==> config.mk <==
export PLATFORM = sky130hd
export DESIGN_NAME = clock_divider_bank
export DESIGN_NICKNAME = d
export VERILOG_FILES = /design/src/rtl/clock_divider_pkg.sv /design/src/rtl/clock_divider_channel.sv /design/src/rtl/clock_divider_bank.sv
export SDC_FILE = /design/constraint.sdc
export NUM_CORES = 1
export LEC_CHECK = 0
export ABC_AREA = 1
export CAP_MARGIN = 20
export CORE_ASPECT_RATIO = 0.8
export CORE_UTILIZATION = 55
export CTS_CLUSTER_SIZE = 14
export DETAILED_ROUTE_END_ITERATION = 16
export PLACE_DENSITY = 0.84
export SYNTH_ARGS = -nofsm -noshare
export SYNTH_HDL_FRONTEND = slang
export SYNTH_SLANG_ARGS = --single-unit
==> constraint.sdc <==
create_clock -name inClk -period 26.6 [get_ports inClk]
set_input_delay 5.32 -clock inClk [delete_from_list [all_inputs] [get_ports inClk]]
set_output_delay 5.32 -clock inClk [all_outputs]
set_load 0.01 [all_outputs]
==> src/rtl/clock_divider_pkg.sv <==
// clock_divider_pkg
//   Types and default constants used by the divider bank and its channels.
//   mode_e        : per-channel output mode (TOGGLE = 50% duty, PULSE = strobe)
//   DEF_N_CH      : default channel count
//   DEF_CNT_W     : default divisor/counter width
//   DEF_RESET_DIV : default divisor loaded into every channel by reset
package clock_divider_pkg;

  typedef enum logic {
    MODE_TOGGLE = 1'b0,
    MODE_PULSE  = 1'b1
  } mode_e;

  localparam int DEF_N_CH      = 4;
  localparam int DEF_CNT_W     = 32;
  localparam int DEF_RESET_DIV = 0;

endpackage

==> src/rtl/clock_divider_channel.sv <==
// clock_divider_channel
//   One independent divider channel. The counter runs 0..D and wraps; each
//   wrap raises tick for one cycle and either toggles outClk (TOGGLE) or
//   pulses it together with tick (PULSE).
//
//   Reconfiguration request: load is a single-cycle strobe with no ready
//   side. Every cycle load is high, countTo/mode are captured into staging
//   and pending is raised; the latest capture wins. A running channel moves
//   staging into the active divisor/mode only on a wrap edge, so periods are
//   never cut short. A disabled channel applies it on the same edge.
//
// Ports
//   inClk   : clock, all state updates on the rising edge
//   rst     : asynchronous active-high reset
//   en      : run enable
//   countTo : divisor to stage
//   mode    : mode to stage
//   load    : stage request strobe
//   outClk  : registered divided output
//   tick    : registered one-cycle wrap strobe
//   pending : a staged divisor/mode awaits application
module clock_divider_channel
  import clock_divider_pkg::*;
#(
  parameter int CNT_W     = DEF_CNT_W,
  parameter int RESET_DIV = DEF_RESET_DIV
) (
  input  logic             inClk,
  input  logic             rst,
  input  logic             en,
  input  logic [CNT_W-1:0] countTo,
  input  mode_e            mode,
  input  logic             load,
  output logic             outClk,
  output logic             tick,
  output logic             pending
);

  localparam logic [CNT_W-1:0] RST_DIV = CNT_W'(RESET_DIV);
  localparam logic [CNT_W-1:0] ONE     = CNT_W'(1);

  logic [CNT_W-1:0] count;
  logic [CNT_W-1:0] divisor;
  mode_e            curMode;
  logic [CNT_W-1:0] stagedDiv;
  mode_e            stagedMode;

  logic             wrap;
  logic [CNT_W-1:0] applyDiv;
  mode_e            applyMode;

  // count never exceeds divisor (divisor only changes while count is 0),
  // so >= is equivalent to == and also recovers from any corrupt state.
  assign wrap = (count >= divisor);

  // Values the channel adopts when it is allowed to reconfigure: the staged
  // pair if one is waiting, otherwise the current pair.
  always_comb begin
    applyDiv  = divisor;
    applyMode = curMode;
    if (pending) begin
      applyDiv  = stagedDiv;
      applyMode = stagedMode;
    end
  end

  always_ff @(posedge inClk or posedge rst) begin
    if (rst) begin
      count      <= '0;
      divisor    <= RST_DIV;
      curMode    <= MODE_TOGGLE;
      stagedDiv  <= RST_DIV;
      stagedMode <= MODE_TOGGLE;
      pending    <= 1'b0;
      outClk     <= 1'b0;
      tick       <= 1'b0;
    end else begin
      if (load) begin
        stagedDiv  <= countTo;
        stagedMode <= mode;
      end

      if (!en) begin
        // Idle: outputs quiet, and any new configuration takes effect now.
        count   <= '0;
        outClk  <= 1'b0;
        tick    <= 1'b0;
        pending <= 1'b0;
        if (load) begin
          divisor <= countTo;
          curMode <= mode;
        end else begin
          divisor <= applyDiv;
          curMode <= applyMode;
        end
      end else if (wrap) begin
        count   <= '0;
        tick    <= 1'b1;
        divisor <= applyDiv;
        curMode <= applyMode;
        // A load on this very edge is not applied here; it waits for the
        // next wrap.
        pending <= load;
        // Entering or staying in PULSE drives the strobe high; leaving PULSE
        // starts the TOGGLE waveform at its high phase.
        if (applyMode == MODE_PULSE || curMode == MODE_PULSE) begin
          outClk <= 1'b1;
        end else begin
          outClk <= ~outClk;
        end
      end else begin
        count   <= count + ONE;
        tick    <= 1'b0;
        pending <= pending | load;
        if (curMode == MODE_PULSE) begin
          outClk <= 1'b0;
        end
      end
    end
  end

endmodule

==> src/rtl/clock_divider_bank.sv <==
// clock_divider_bank
//   N_CH independent clock_divider_channel instances sharing one clock and
//   reset. The top level only slices the packed per-channel buses.
//
// Ports
//   inClk   : clock
//   rst     : asynchronous active-high reset
//   en      : per-channel run enable               [N_CH]
//   countTo : per-channel divisor, ch i at [i*CNT_W +: CNT_W]
//   mode    : per-channel mode, 0 TOGGLE / 1 PULSE [N_CH]
//   load    : per-channel stage request strobe     [N_CH]
//   outClk  : per-channel divided output           [N_CH]
//   tick    : per-channel wrap strobe              [N_CH]
//   pending : per-channel staged-value-waiting     [N_CH]
module clock_divider_bank
  import clock_divider_pkg::*;
#(
  parameter int N_CH      = DEF_N_CH,
  parameter int CNT_W     = DEF_CNT_W,
  parameter int RESET_DIV = DEF_RESET_DIV
) (
  input  logic                  inClk,
  input  logic                  rst,
  input  logic [N_CH-1:0]       en,
  input  logic [N_CH*CNT_W-1:0] countTo,
  input  logic [N_CH-1:0]       mode,
  input  logic [N_CH-1:0]       load,
  output logic [N_CH-1:0]       outClk,
  output logic [N_CH-1:0]       tick,
  output logic [N_CH-1:0]       pending
);

  for (genvar i = 0; i < N_CH; i++) begin : gCh
    clock_divider_channel #(
      .CNT_W    (CNT_W),
      .RESET_DIV(RESET_DIV)
    ) uChannel (
      .inClk  (inClk),
      .rst    (rst),
      .en     (en[i]),
      .countTo(countTo[i*CNT_W +: CNT_W]),
      .mode   (mode_e'(mode[i])),
      .load   (load[i]),
      .outClk (outClk[i]),
      .tick   (tick[i]),
      .pending(pending[i])
    );
  end

endmodule

# Word level (Yosys, flattened, before mapping)
# Index checks and enable logic that the tools add are counted.
[word_totals] out_inout_bits=12 ff_bits=404 wordCells=132 input_bits=142
[op_classes] n_eq_ne=8 magnitude_cmp=4 bitwise_logic=8 n_addsub=4 reduce_logical=4 mux=72
[ops] op="$mux 32" count=24
[ops] op="$add 32x1->32 const B" count=4
[ops] op="$ge 32x32->1" count=4
[ops] op="$mux 1" count=48
[ops] op="$ne 3x1->1 const B" count=4
[ops] op="$ne 2x1->1 const B" count=4
[ops] op="$logic_or 1x1->1" count=4
[ops] op="$not 1->1" count=4
[ops] op="$or 1x1->1" count=4

# Longest topological paths before layout
[logic_depth] ltp_word=5 mapped_depth=19 mapped_depth_nobuf=17

# Modules after synthesis
# A second synthesis with hierarchy kept.
[unflattened] cells_unflattened=3436 hier_area_um2=25309.3
[modules_own_cells] module="clock_divider_channel" seq_area_each_um2=2527.4 area_each_um2=6327.3 n_inst=4 cells_each=859

# Worst setup path before layout
# OpenSTA, ideal clock, no wires.
[synth_timing] path_kind="input-to-reg" from="input port en[3]" to="register gCh[3].uChannel.divisor[28]" path_stages=6 t_arrival_ps=6193 path_slack_ps=20290 setup_time_ps=117 required_ps=26483 path_cell_list="inv_1 buf_2 clkbuf_1 o21ai_0 nand2_1 nand2_1"
[synth_between] elab_chain_len=1 word_cells_on_any_way=2 cone_classes="eq/ne (1); mux (1)"
[synth_rtl] element="start, declared" line_no="clock_divider_bank.sv:24" rtl="input logic [N_CH-1:0] en,"
[synth_rtl] element="$ne 2x1->1 (no line) / $mux 32 (equally long branches)"
[synth_rtl] element="end signal, assigned" line_no="clock_divider_channel.sv:90" rtl="divisor <= countTo;"
[synth_rtl] element="end signal, assigned" line_no="clock_divider_channel.sv:93" rtl="divisor <= applyDiv;"
[synth_rtl] element="end signal, assigned" line_no="clock_divider_channel.sv:99" rtl="divisor <= applyDiv;"
[synth_rtl] element="end, declared" line_no="clock_divider_channel.sv:43" rtl="logic [CNT_W-1:0] divisor;"
# Parallel ways exist; a longest one is shown, timed or not.
# A chain may end at the register's enable or synchronous reset.

==> run metrics <==
status finished, final reports clean; largest fanout on the critical path 126; setup TNS 0 ns; launch instance of the worst register-to-register path gCh[3].uChannel.divisor[15]$_DFFE_PP0P_; Detailed Route WL 55710 um; Hold WS approximately 0.47 ns; leakage power 13.36 nW; post-place instance area between 20000 and 30000 um^2; TritonCTS clock tree done; clock latency at the later pin of the worst-skew pair ~0.57 ns; EDFF count, synth 0; number of instances in the placed design around 4000; number of non-filler instances in the completed layout 3999; synthesized instance count around 3300; count of hold buffers inserted by post-cts repair 0; global-route layer with the greatest usage met2; Final #Nets 3677; DR DRC count 0; number of buffers inserted during clock tree synthesis 44; maximum number of pins on one net before global-route repair between 100 and 150; final critical delay including setup and external delays around 7.6 ns; biggest area contributors in the synthesized netlist sky130_fd_sc_hd__dfrtp_1 42%, sky130_fd_sc_hd__nand2_1 16%, sky130_fd_sc_hd__o21ai_0 7.9%; fraction of registers with async set/reset 100.0%; vertical die dimension approximately 190 um; Yosys Warn Count 0; area delta synth->final 13.28%; number of gates resized after CTS 0; class of the most critical setup path in -> async; met2 Track Usage GR between 40% and 50%; final design utilization roughly 63%; via total after detailed routing 21030; Most used DFF post-synth sky130_fd_sc_hd__dfrtp_1; drt first-iter violations 1686; required time of the critical path 27.17 ns; placeable core area between 40000 and 50000 um^2; Clock H-tree levels 2; post-synth net total around 3600; antenna fix cells 0; post-detail-place hpwl around 37000 um; power consumption about 1.6 mW; buffer cell driving the clock tree root sky130_fd_sc_hd__clkbuf_16; clock net sink count slightly above 400; number of global-route vias before repair 20130; number of failing setup endpoints in the final timing report 0; Via-to-Cell Ratio 5.258; total non-filler cell area in the finished layout between 20000 and 30000 um^2; share of post-route cells with drive strength above 1 between 4 and 5%; Setup crit end kind asynchronous set/reset pin; number of antenna violations at the first check in global routing 0; fill cell total of the finished layout 3675; worst-case clock buffer depth 3; Worst R2R Setup Slack between 20 and 25 ns; average instance area after synthesis 7.267 um^2; type of element launching the critical path primary input; Routed Antenna Nets 0; top post-synthesis cells by count 1037 x sky130_fd_sc_hd__nand2_1, 404 x sky130_fd_sc_hd__dfrtp_1, 381 x sky130_fd_sc_hd__o21ai_0; final worst-path cycle share 28.62%; final setup slack of the worst path 18.99 ns; signal arrival time at the worst endpoint 8.18 ns; count of final hold-check violations 0; met3 Usage GRT under 10%; wire length of the first global-routing pass 96120 um; post-synthesis sequential element count slightly above 400; Power Density between 50 and 60 nW/um^2; routability congestion estimate slightly below 0.9; worst r2r dst gCh[3].uChannel.divisor[14]$_DFFE_PP0P_; Syn Std Cell Area between 20000 and 25000 um^2; site row count just under 70; first-pass detailed-route iteration total 6; Worst Hold Launch gCh[2].uChannel.stagedDiv[3]$_DFFE_PP0P_; most numerous cell in the Yosys netlist sky130_fd_sc_hd__nand2_1; max-cap violations 0; register clock-pin slew on the reported worst setup and hold paths 0.06 ns; IR Drop Worst-Case VDD 54.79 uV; initial standard-cell utilization of the core 55.89%; hold-critical path depth 2; placement-stage worst setup slack 18.26 ns; buffers added on ports ~150; Worst Hold Endpoint gCh[2].uChannel.stagedDiv[3]$_DFFE_PP0P_; clock tree skew after final layout 0.01939 ns; relative slew slack between 30% and 40%; post-detailed-route wirelength per cell between 10 and 15 um; number of distinct library cell variants in the gate-level netlist after synthesis 35; cell type with the highest aggregate area in the netlist sky130_fd_sc_hd__dfrtp_1; portion of synthesized cell area occupied by the leading cell type 41.77%; f_max 0.1314 GHz; portion of the post-synthesis area used by sequential elements about two fifths; number of top-level design ports around 150; path type of the worst min-delay path reg -> reg; horizontal die dimension around 240 um; total grt overflow 0; global-route usage over all layers about 25%; area enclosed by the die boundary 44860 um^2; GRT met1 Usage around 37%; number of cells on the worst reg-to-reg path 13; total count of max-transition violations in the final report 0; worst-margin pin slew 0.9946 ns; unrepaired setup endpoints after global routing no; number of buffers inserted to repair setup after CTS 0
[layer usage]
layer  wire [um]  vias to the layer above
li1            -                    10680
met1       26800                     9791
met2       25440                      484
met3        2588                       72
met4         875                        0
met5           0                        -
[cell type report]
type | instances | area [um^2] | share of cell area [%]
clock buffer | 62 | 1270 | 4.631
clock inverter | 20 | 245.2 | 0.8943
inverter | 373 | 1410 | 5.142
multi-input combinational | 2404 | 11930 | 43.51
sequential | 404 | 10110 | 36.89
tap | 560 | 700.7 | 2.555
timing repair buffer | 176 | 1749 | 6.379
[where the power goes]
group / switching [mW] / internal, mW
logic: 0.169 / 0.0970
registers: 0.0289 / 0.665
clock network: 0.260 / 0.383
total: 0.458 / 1.15
[worst max path at each step]
stage | start | endpoint | slack, ns | depth (start not counted)
2_1_floorplan | rst | gCh[0].uChannel.count[0]$_DFF_PP0_ | 10.04 | 1
3_3_place_gp | rst | gCh[1].uChannel.stagedDiv[0]$_DFFE_PP0P_ | 18.26 | 4
3_5_place_dp | rst | gCh[1].uChannel.stagedDiv[0]$_DFFE_PP0P_ | 18.26 | 4
4_1_cts | rst | gCh[1].uChannel.stagedDiv[0]$_DFFE_PP0P_ | 18.86 | 4
5_1_grt | rst | gCh[3].uChannel.divisor[3]$_DFFE_PP0P_ | 18.55 | 4
6_report | rst | gCh[3].uChannel.stagedDiv[14]$_DFFE_PP0P_ | 18.99 | 4
[critical path, stage by stage]
cell and delay (ns):
sky130_fd_sc_hd__clkdlybuf4s50_1 0.49, sky130_fd_sc_hd__inv_8 0.60, sky130_fd_sc_hd__buf_4 0.78, sky130_fd_sc_hd__buf_4 0.81
[cell families after synthesis]
kind of cell             synth area share, %
XOR/XNOR                               3.510
adder cells (fa/ha/maj)                6.823
buffers and inverters                  8.942
flip-flops                             41.77
AND/OR/NAND/NOR                        26.70
AO/OA/AOI/OAI                          12.05
multiplexers                          0.2119
[sequential cells by signal, indices dropped and copies added, names as in the netlist]
| signal | cells |
|---|---|
| gCh.uChannel.outClk | 4 |
| gCh.uChannel.stagedMode | 4 |
| gCh.uChannel.count | 128 |
| gCh.uChannel.divisor | 128 |
| gCh.uChannel.pending | 4 |
| gCh.uChannel.tick | 4 |
| gCh.uChannel.curMode | 4 |
| gCh.uChannel.stagedDiv | 128 |
[cells in the final DEF (no fill, tap or decap), types with 44 or more instances in the layout]
cell type	count
sky130_fd_sc_hd__a21oi_1	173
sky130_fd_sc_hd__clkbuf_16	45
sky130_fd_sc_hd__clkdlybuf4s50_1	149
sky130_fd_sc_hd__dfrtp_1	400
sky130_fd_sc_hd__ha_1	132
sky130_fd_sc_hd__inv_1	364
sky130_fd_sc_hd__nand2_1	1037
sky130_fd_sc_hd__nand4_1	55
sky130_fd_sc_hd__nor2_1	376
sky130_fd_sc_hd__nor3_1	44
sky130_fd_sc_hd__o21ai_0	381
sky130_fd_sc_hd__xor2_1	75
Note: power is estimated with default switching activity, not from simulation.
